**src/rtl/cpu_boot_sequencer.sv**
```systemverilog
// Boot sequencer: streams a program into CPU instruction memory, waits a settle gap, then
// enables the program counter. Supports halt/resume and reload while running.
module cpu_boot_sequencer #(
   parameter int unsigned ADDR_W        = 3,
   parameter int unsigned DATA_W        = 17,
   parameter int unsigned DEPTH         = 8,
   parameter int unsigned SETTLE_CYCLES = 1
) (
   input  logic              clk,
   input  logic              rst,
   input  logic              start,
   input  logic              in_valid,
   output logic              in_ready,
   input  logic [DATA_W-1:0] in_data,
   input  logic              in_last,
   input  logic              halt,
   input  logic              resume,
   output logic [ADDR_W-1:0] wr,
   output logic [DATA_W-1:0] wrd,
   output logic              we,
   output logic              pc_en,
   output logic              busy,
   output logic [ADDR_W:0]   word_count,
   output logic              err_trunc
);

   localparam int unsigned CntW = ADDR_W + 1;
   localparam logic [CntW-1:0] DepthC  = CntW'(DEPTH);
   localparam logic [CntW-1:0] LastC   = CntW'(DEPTH - 1);
   localparam logic [3:0]      SettleC = 4'(SETTLE_CYCLES);

   typedef enum logic [2:0] {
      StIdle,
      StLoad,
      StSettle,
      StRun,
      StHalt
   } state_e;

   state_e          state;
   logic [CntW-1:0] addr;
   logic [3:0]      settle_cnt;
   logic            xfer;
   logic            last_slot;

   always_comb begin
      in_ready  = (state == StLoad) && (addr < DepthC);
      busy      = (state == StLoad) || (state == StSettle);
      xfer      = in_valid && in_ready;
      last_slot = (addr == LastC);
   end

   always_ff @(posedge clk) begin
      if (rst) begin
         state      <= StIdle;
         addr       <= '0;
         settle_cnt <= '0;
         wr         <= '0;
         wrd        <= '0;
         we         <= 1'b0;
         pc_en      <= 1'b0;
         word_count <= '0;
         err_trunc  <= 1'b0;
      end else begin
         unique case (state)
            StIdle: begin
               if (start) begin
                  state      <= StLoad;
                  addr       <= '0;
                  word_count <= '0;
                  err_trunc  <= 1'b0;
               end
            end

            StLoad: begin
               if (xfer) begin
                  wr   <= addr[ADDR_W-1:0];
                  wrd  <= in_data;
                  we   <= 1'b1;
                  addr <= addr + 1'b1;
                  if (word_count != DepthC) begin
                     word_count <= word_count + 1'b1;
                  end
                  // Memory full without a terminating word still proceeds to run.
                  if (in_last || last_slot) begin
                     state      <= StSettle;
                     settle_cnt <= '0;
                  end
                  if (!in_last && last_slot) begin
                     err_trunc <= 1'b1;
                  end
               end else begin
                  we <= 1'b0;
               end
            end

            StSettle: begin
               we <= 1'b0;
               // First edge here retires the last write; SETTLE_CYCLES quiet cycles follow.
               if (settle_cnt == SettleC) begin
                  pc_en <= 1'b1;
                  state <= StRun;
               end else begin
                  settle_cnt <= settle_cnt + 1'b1;
               end
            end

            StRun: begin
               if (start) begin
                  state      <= StLoad;
                  pc_en      <= 1'b0;
                  addr       <= '0;
                  word_count <= '0;
                  err_trunc  <= 1'b0;
               end else if (halt) begin
                  state <= StHalt;
                  pc_en <= 1'b0;
               end
            end

            StHalt: begin
               if (start) begin
                  state      <= StLoad;
                  pc_en      <= 1'b0;
                  addr       <= '0;
                  word_count <= '0;
                  err_trunc  <= 1'b0;
               end else if (resume) begin
                  state <= StRun;
                  pc_en <= 1'b1;
               end
            end

            default: begin
               state <= StIdle;
               we    <= 1'b0;
               pc_en <= 1'b0;
            end
         endcase
      end
   end

endmodule

```
**config.mk**
```make
export PLATFORM = sky130hd
export DESIGN_NAME = cpu_boot_sequencer
export DESIGN_NICKNAME = d
export VERILOG_FILES = /design/src/rtl/cpu_boot_sequencer.sv
export SDC_FILE = /design/constraint.sdc
export NUM_CORES = 1
export LEC_CHECK = 0
export BUFFER_PORTS_ARGS = -buffer_cell sky130_fd_sc_hd__buf_2
export CAP_MARGIN = 40
export CORE_MARGIN = 2
export CORE_UTILIZATION = 51
export CTS_BUF_LIST = sky130_fd_sc_hd__clkbuf_16
export DETAILED_ROUTE_END_ITERATION = 10
export PLACE_DENSITY = 0.87
export SYNTH_ARGS = -nofsm -noshare
export SYNTH_HDL_FRONTEND = slang
export SYNTH_SLANG_ARGS = --single-unit
```
**constraint.sdc**
```tcl
create_clock -name clk -period 2.1 [get_ports clk]
set_clock_uncertainty 0.2 [all_clocks]
set_input_delay 0.21 -clock clk [delete_from_list [all_inputs] [get_ports clk]]
set_output_delay 0.21 -clock clk [all_outputs]
set_load 0.01 [all_outputs]
```
==> flow_summary.yaml <==
cts:
  root_buffer: "clkbuf_16"
  ctsLongestPathBuffers: 2
  insertion_delay_ps: 280
  cts_post_setup_buffers_inserted: 0
  cts_sinks: 38
  cts_tree: "yes"
  cts_buffers: 5
  cts-htree-levels: 2
  cts.clk_slew.worst_paths_ps: 60
global_routing:
  grt_use_met1_pct: 31.40
  overflow: 0
  grt_pass1_wl_um: 8073
  grtUsageMet2_pct: 42.95
  busiest_layer: "met2"
  grt_antenna_before_repair: 0
  grt_max_degree: 22
  grt_pass1_vias: 1757
  grt.total_usage_pct: 25.24
  use_met3_pct: 4.107
sta:
  setup_violations: 0
  relSlewSlack_pct: 52.64
  fmax_mhz: 503.4
  timing.hold.ws_ps: -2.205
  tightest_slew_ps: 692.5
  fin_crit_sh_pct: 94.60
  finalSetupTns_ps: 0
  fin_crit_ps: 1987
  rsz0062_at_grt: "false"
  slew_viol_final: 0
  hold_violations: 1
pwr:
  p_total_mw: 2.511
  power_leakage_nw: 1.053
  power_density_mw_per_mm2: 1030
  irDropWorstVdd_v: 0.0005754
setup_path:
  critical_path.max_stage_delay_ps: 560
  critPathMaxFanout: 11
  r2r-start: "state[1]"
  reg2reg_to: "state[2]"
  critPathKind: "reg -> out"
  critPathLaunchType: "flip-flop"
  cp_cell_sequence: "or3b_2 > nand2_1 > buf_2"
  required_ps: 1690
  critPathLaunch: "state[1]"
  crit_end: "busy"
  rr_worst_depth: 4
  r2r_setup_slack_ps: 130
  cp-end-kind: "primary output"
  arrival_ps: 1580
  cp_slowest_cell: "or3b_2"
drt:
  dr.pass1.iters: 5
  via_per_inst: 5.590
  wl_um: 4888
  routedWlPerCell_um: 14.42
  ant_nets: 0
  num_vias: 1895
  first_iter_violations: 149
  remaining_drc_errors: 0
yosys:
  synth_area_per_cell_um2: 8.138
  synth_edf_count: 0
  synth_nets: 249
  synth_common_cells: "49 x nand2_1, 38 x dfxtp_1, 28 x a21oi_1, 11 x clkbuf_1, 10 x inv_1"
  ys.flop_type: "dfxtp_1"
  netlist_area_mm2: 0.001790
  synth.largest_area_cell: "dfxtp_1"
  synth.area.top_cells: "dfxtp_1 42%, nand2_1 10%, a21oi_1 7.8%, ha_1 3.5%, nor3b_1 2.5%"
  synthDominantCellAreaShare_pct: 42.49
  syn-instance-count: 220
  yosysMostFrequentCell: "nand2_1"
  ys_seq_area_share_pct: 42.49
  ys_ff_latch: 38
  ys_types: 43
  async_reset_ff_share_pct: 0
  yosys_warnings: 0
placed_design:
  hpwlAfterDp_um: 3048
  postPlaceCellArea_mm2: 0.002132
  io_buffers: 52
  gp_congestion: 0.8913
  dp.cells: 315
die:
  ios: 53
  start_util_pct: 53.24
  die_h_um: 63.25
  dieArea_mm2: 0.004001
  coreArea_mm2: 0.003363
  die-width_um: 63.25
  rows: 21
cells_and_area:
  diodes: 0
  final_nets: 321
  fin_area_mm2: 0.002439
  final_cells: 339
  final_layout_size_suffix_gt1_share_pct: 26.28
  fill_cells: 259
  areaGrowthSynthToFinish_pct: 36.20
outcome:
  status: "complete, but fails checks"
  violations: "negative hold slack"
flow_run:
  cap_violations: 0
min_path:
  min_path_type: "in -> reg"
==> registers in the layout, indices dropped and copies added, names as in the netlist <==
name	cells
addr	4
pc_en	1
state	3
wrd	17
wr	3
we	1
word_count	4
settle_cnt	4
err_trunc	1
==> layout make-up <==
| cell class | count | area (um2) | area share (%) |
|---|---|---|---|
| Clock buffer | 5 | 125.1 | 5.131 |
| Tap cell | 46 | 57.56 | 2.360 |
| Sequential cell | 38 | 760.7 | 31.20 |
| Multi-Input combinational cell | 159 | 945.9 | 38.79 |
| Clock inverter | 3 | 16.27 | 0.6670 |
| Inverter | 10 | 37.54 | 1.539 |
| Timing Repair Buffer | 78 | 495.5 | 20.32 |
==> cell families after synthesis <==
kind of cell / count (synthesis) / share of synthesized area [%]
buffers and inverters: 23 / 4.962
DFF: 38 / 42.49
muxes: 4 / 2.376
AOI/OAI and AO/OA: 64 / 23.13
adders and majority gates: 5 / 3.494
and+or+nand+nor: 86 / 23.55
==> critical path: cells and delay by family (launching register included) <==
family	cells	cell delay, ps
and+or+nand+nor	2	670
DFF	1	500
buffers and inverters	1	130
==> per-layer routing <==
layer	up-vias	share of wire (%)
li1	923	-
met1	889	43
met2	70	49
met3	13	5.9
met4	0	2.1
met5	-	0
==> layout by cell type (no fill, tap or decap), types with 6 or more instances in the layout <==
| master | count |
|---|---|
| a21oi_1 | 28 |
| buf_2 | 52 |
| buf_4 | 10 |
| dfxtp_1 | 38 |
| dlygate4sd3_1 | 16 |
| inv_1 | 10 |
| nand2_1 | 49 |
| nand3_1 | 6 |
| nor2_1 | 6 |
==> stage by stage <==
stage	setup WS, ps	util (%)
2_1_floorplan	245.4	-
3_3_place_gp	203.1	63.39
3_5_place_dp	154.3	63.39
4_1_cts	147.4	72.36
5_1_grt	9.899	72.51
6_report	113.3	72.51
==> worst min-delay path by stage <==
stage | start | end | depth (start not counted)
2_1_floorplan | in_data[0] | wrd[0] | 2
3_3_place_gp | err_trunc | err_trunc | 2
3_5_place_dp | err_trunc | err_trunc | 2
4_1_cts | in_data[7] | wrd[7] | 3
5_1_grt | in_data[7] | wrd[7] | 3
6_report | in_data[7] | wrd[7] | 3
==> repair_timing <==
action | CTS | global route
endpoints found under the hold margin | 16 | 0
endpoints found under the setup margin | 0 | 1
resized for setup | 0 | 1
hold buffers | 16 | 0
==> power breakdown <==
part / switching, mW / total (mW) / internal (mW)
combinational: 0.506 / 0.889 / 0.383
sequential: 0.0795 / 0.894 / 0.814
clock: 0.295 / 0.728 / 0.433
total: 0.881 / 2.51 / 1.63
Note: power is estimated with default switching activity, not from simulation.
